$ cat src/rtl/axis_sync_fifo.sv
//------------------------------------------------------------------------------
// Module   : axis_sync_fifo
// Brief    : Single-clock AXI-Stream FIFO, first-word-fall-through output,
//            registered fill level. Optional sticky overflow flag enabled by
//            defining AXIS_SYNC_FIFO_OVERFLOW_FLAG_EN.
// Revision : 1.0 - initial release
//------------------------------------------------------------------------------
`default_nettype none

module axis_sync_fifo #(
    parameter int DATA_WIDTH = 16,
    parameter int FIFO_LEN   = 16,
    parameter int USER_WIDTH = 0
) (
    input  logic                                          clk_i,
    input  logic                                          reset_i,
    input  logic [DATA_WIDTH-1:0]                         s_axis_in_tdata,
    input  logic [((USER_WIDTH > 0) ? USER_WIDTH : 1)-1:0] s_axis_in_tuser,
    input  logic                                          s_axis_in_tlast,
    input  logic                                          s_axis_in_tvalid,
    output logic                                          s_axis_in_tready,
    output logic [DATA_WIDTH-1:0]                         m_axis_out_tdata,
    output logic [((USER_WIDTH > 0) ? USER_WIDTH : 1)-1:0] m_axis_out_tuser,
    output logic                                          m_axis_out_tlast,
    output logic                                          m_axis_out_tvalid,
    input  logic                                          m_axis_out_tready,
`ifdef AXIS_SYNC_FIFO_OVERFLOW_FLAG_EN
    output logic [$clog2(FIFO_LEN):0]                     m_axis_out_level,
    output logic                                          overflow_o
`else
    output logic [$clog2(FIFO_LEN):0]                     m_axis_out_level
`endif
);

    localparam int c_user_w  = (USER_WIDTH > 0) ? USER_WIDTH : 1;
    localparam int c_ptr_w   = $clog2(FIFO_LEN);
    localparam int c_lvl_w   = c_ptr_w + 1;
    localparam int c_entry_w = DATA_WIDTH + c_user_w + 1;
    localparam logic [c_lvl_w-1:0] c_full = c_lvl_w'(FIFO_LEN);

    // Entry layout: {tdata, tuser, tlast}
    logic [c_entry_w-1:0] r_mem [FIFO_LEN];
    logic [c_ptr_w-1:0]   r_wr_ptr;
    logic [c_ptr_w-1:0]   r_rd_ptr;
    logic [c_lvl_w-1:0]   r_level;
    logic [c_entry_w-1:0] w_head;
    logic                 w_accept;
    logic                 w_pop;

    assign s_axis_in_tready  = (r_level != c_full);
    assign m_axis_out_tvalid = (r_level != '0);
    assign m_axis_out_level  = r_level;

    // Reset cycle must not commit a write even though the pointers are cleared.
    assign w_accept = s_axis_in_tvalid && s_axis_in_tready && !reset_i;
    assign w_pop    = m_axis_out_tvalid && m_axis_out_tready;

    always_ff @(posedge clk_i) begin
        if (w_accept) begin
            r_mem[r_wr_ptr] <= {s_axis_in_tdata, s_axis_in_tuser, s_axis_in_tlast};
        end
    end

    always_ff @(posedge clk_i) begin
        if (reset_i) begin
            r_wr_ptr <= '0;
            r_rd_ptr <= '0;
            r_level  <= '0;
        end else begin
            if (w_accept) begin
                r_wr_ptr <= r_wr_ptr + c_ptr_w'(1);
            end
            if (w_pop) begin
                r_rd_ptr <= r_rd_ptr + c_ptr_w'(1);
            end
            case ({w_accept, w_pop})
                2'b10:   r_level <= r_level + c_lvl_w'(1);
                2'b01:   r_level <= r_level - c_lvl_w'(1);
                default: r_level <= r_level;
            endcase
        end
    end

    assign w_head           = r_mem[r_rd_ptr];
    assign m_axis_out_tdata = w_head[c_entry_w-1 -: DATA_WIDTH];
    assign m_axis_out_tlast = w_head[0];

    generate
        if (USER_WIDTH > 0) begin : g_user
            assign m_axis_out_tuser = w_head[c_user_w:1];
        end else begin : g_no_user
            // Sideband bit is still stored but never presented.
            logic w_unused_user;
            assign w_unused_user    = w_head[1];
            assign m_axis_out_tuser = '0;
        end
    endgenerate

`ifdef AXIS_SYNC_FIFO_OVERFLOW_FLAG_EN
    logic r_overflow;

    always_ff @(posedge clk_i) begin
        if (reset_i) begin
            r_overflow <= 1'b0;
        end else if (s_axis_in_tvalid && (r_level == c_full)) begin
            r_overflow <= 1'b1;
        end
    end

    assign overflow_o = r_overflow;
`endif

endmodule

`default_nettype wire

$ cat config.mk
export PLATFORM = sky130hd
export DESIGN_NAME = axis_sync_fifo
export DESIGN_NICKNAME = d
export VERILOG_FILES = /design/src/rtl/axis_sync_fifo.sv
export SDC_FILE = /design/constraint.sdc
export NUM_CORES = 1
export LEC_CHECK = 0
export ABC_AREA = 1
export CORE_MARGIN = 2
export CORE_UTILIZATION = 60
export DETAILED_ROUTE_END_ITERATION = 16
export GPL_TIMING_DRIVEN = 1
export PLACE_DENSITY = 0.79
export SLEW_MARGIN = 20
export SYNTH_ARGS = -nofsm -noshare
export SYNTH_HDL_FRONTEND = slang
export SYNTH_SLANG_ARGS = --single-unit
$ cat constraint.sdc
create_clock -name clk_i -period 3.1 [get_ports clk_i]
set_input_delay 0.62 -clock clk_i [delete_from_list [all_inputs] [get_ports clk_i]]
set_output_delay 0.62 -clock clk_i [all_outputs]
set_load 0.01 [all_outputs]
==> metrics.txt, run 1 <==
Yosys warning count 0; final setup skew 17.1 ps; depth of the CTS H-tree 1; class of the most critical setup path reg2out; Die Wd 146 um; count leader, synth edfxtp_1; CP Capture Type output pin; number of synthesized flops with an enable pin 272; Initial Util 61.6%; sequential area share after synthesis 70.5%; Slew Limit Headroom 54.6%; drt initial violations 972; number of synthesized register bits 289; clk buf depth 3; antenna viol nets, final 0; area delta synth->final 16.1%; P per Cell Area 741 nW/um^2; violated checks negative setup slack; Hold Crit Class reg2reg; CTS root buf clkbuf_16; final hold viol count 0; status complete, but fails checks; Nets 1,099; Remaining Overflow, GRT 0; largest net degree at the start of global routing 73; Clk Latency, worst-skew pair 540 ps; Final TNS setup -4.50 ps; cell area after synthesis 12,100 um^2; DRC viols 0; DP HPWL 15,500 um; Num Clock Sinks 289; measured slew at the worst slew-check pin 679 ps; share of post-route cells with drive strength above 1 9.90%; share of the synthesized area in the top cell type 67.7%; maximum vdd drop 0.542 mV; Critical Path AT 2480 ps; Leak Pwr 0.00523 uW; Final Core Density 71.5%; fmax 322 MHz; Total Routed Length 27,900 um; FFs w/ async S/R, synth 0%; Total GRT Usage 25.7%; synthesized area per cell 12.0 um^2; vias in the first global route 7,660; count of cell types in the netlist 24; Hold-fix buffers, CTS 0; Synth area leaders edfxtp_1 (68%), inv_1 (4.9%), nand3_1 (4.6%); FF/Latch Area 8520 um^2; Crit path required time 2480 ps; initial antenna violation count 2; Rows 51; min Tclk post-route 3100 ps; port bufs 44; fin crit share 100%; Die Span Y 146 um; syn_nets 1,033; routability cong. 0.838; Num CTS Buffers 28; drt first pass iters 5; dpl cell area 12,900 um^2; drt via density 5.84; mean routed wirelength per cell 20.6 um; top_reg_cell synth edfxtp_1; setup violators final 1; Max-Cap Viols 0; max-slew violation count 0; Syn Inst Count 1,003; unrepaired setup endpoints after global routing true; multi-input logic area 2610 um^2; final worst slack -4.50 ps; core box area 19,600 um^2; CTS tree yes; Die ar. 21,300 um^2; Setup crit start kind register; cell taking the most area after synthesis edfxtp_1; fill count 1,260; fin area 14,000 um^2; clock slew at reported path FFs 60 ps; vias 7,930; most frequent cells after synthesis edfxtp_1 (272), inv_1 (158), nand2_1 (123); critical-path maximum fanout 34; first-pass GRT wire length 41,800 um; num ports 47
timing repair:
action                     CTS  global route
gates resized for setup      3            19
setup endpoints to repair   14             5
buffers inserted             5             6
cloned                       0             1
critical path: stages (launching register included):
cell and delay, ps:
dfxtp_4 470, buf_6 170, buf_4 120, clkbuf_16 200, o21ai_0 100, nand3_1 80, nand3_1 150, nand2_1 100
clkdlybuf4s50_1 530
cell families after synthesis:
family | count (synthesis) | synth area share (%)
xor+xnor | 5 | 0.363
fa+ha+maj | 8 | 0.830
simple gates | 258 | 9.24
other cells | 1 | 0.0311
buf+inv | 217 | 8.28
compound gates | 225 | 10.7
flops | 289 | 70.5
per-stage QoR:
| step | worst slack, ps | std cells | hold slack (ps) | power (uW) |
|---|---|---|---|---|
| final | -4.50 | 1357 | 519 | 10400 |
| after global routing | -67.9 | 1356 | 536 | 10800 |
| after CTS | 12.8 | 1349 | 513 | 10300 |
| after detailed placement | 306 | 1292 | 502 | 6990 |
| after global placement | 337 | 1292 | 490 | 6890 |
| after floorplan | 661 | 1003 | 471 | 6220 |
report_power, final:
group          total (uW)  switching, uW  internal, uW
combinational        2640           1560          1080
sequential           4480            106          4370
clock                3260           1390          1870
registers in the layout, summed over array words and instances, names as in the netlist, named ones only:
register          count
r_wr_ptr              4
m_axis_out_level      5
r_rd_ptr              4
r_mem               272
cells in the final DEF, fill, tap and decap left out, types with 2 or more instances in the layout:
master and n:
o211ai_1 68, clkbuf_16 30, dlymetal6s2s_1 13, buf_16 2, nor2_2 16, buf_12 12, clkdlybuf4s50_1 30, o21ai_1 17
buf_8 2, a21oi_1 78, buf_4 31, nand2_1 123, a21oi_2 2, nor2_1 4, clkbuf_1 4, xnor2_1 2
edfxtp_1 272, clkinv_2 5, o21ai_0 60, nand4_1 2, dfxtp_4 2, ha_1 8, bufinv_16 2, dfxtp_1 15
xor2_1 3, inv_1 158, clkinv_1 11, nand3_1 112
area by class of cell:
type | count | area share, %
Sequential cell | 289 | 60.8
Multi-Input combinational cell | 497 | 18.6
Timing Repair Buffer | 93 | 7.61
Clock buffer | 33 | 5.29
Inverter | 160 | 4.30
Tap cell | 265 | 2.37
Clock inverter | 19 | 1.01
Antenna cell | 1 | 0.0179
final timing paths:
| check | to | cells after the start | start | slack, ps |
|---|---|---|---|---|
| worst min-delay path | r_rd_ptr[0]$_SDFFE_PP0P_ | 2 | r_rd_ptr[0]$_SDFFE_PP0P_ | 520 |
| worst max-delay path | m_axis_out_tdata[1] | 8 | register | -5 |
| worst min register to register | r_rd_ptr[0]$_SDFFE_PP0P_ | 2 | r_rd_ptr[0]$_SDFFE_PP0P_ | 520 |
| worst max register to register | m_axis_out_level[4]$_SDFFE_PP0P_ | 17 | m_axis_out_level[0]$_SDFFE_PP0P_ | 850 |
routing by layer:
layer	vias to the layer above	wire (um)	track usage, %
met5	-	13	0
met4	2	720	9.26
met3	58	2330	4.45
met2	388	13900	42.5
met1	3828	11000	34.6
li1	3654	-	-
No activity file was read; power rests on OpenSTA's default activity.
==> inputs of run 2 (changes only) <==
--- a/config.mk
+++ b/config.mk
@@ -6,12 +6,14 @@
 export NUM_CORES = 1
 export LEC_CHECK = 0
 export ABC_AREA = 1
+export CAP_MARGIN = 40
 export CORE_MARGIN = 2
 export CORE_UTILIZATION = 60
 export DETAILED_ROUTE_END_ITERATION = 16
 export GPL_TIMING_DRIVEN = 1
+export HOLD_SLACK_MARGIN = 0.03
 export PLACE_DENSITY = 0.79
-export SLEW_MARGIN = 20
+export SLEW_MARGIN = 5
 export SYNTH_ARGS = -nofsm -noshare
 export SYNTH_HDL_FRONTEND = slang
 export SYNTH_SLANG_ARGS = --single-unit
==> results of run 2 <==
No change in the layout: final DEF, timing and power equal those of run 1.
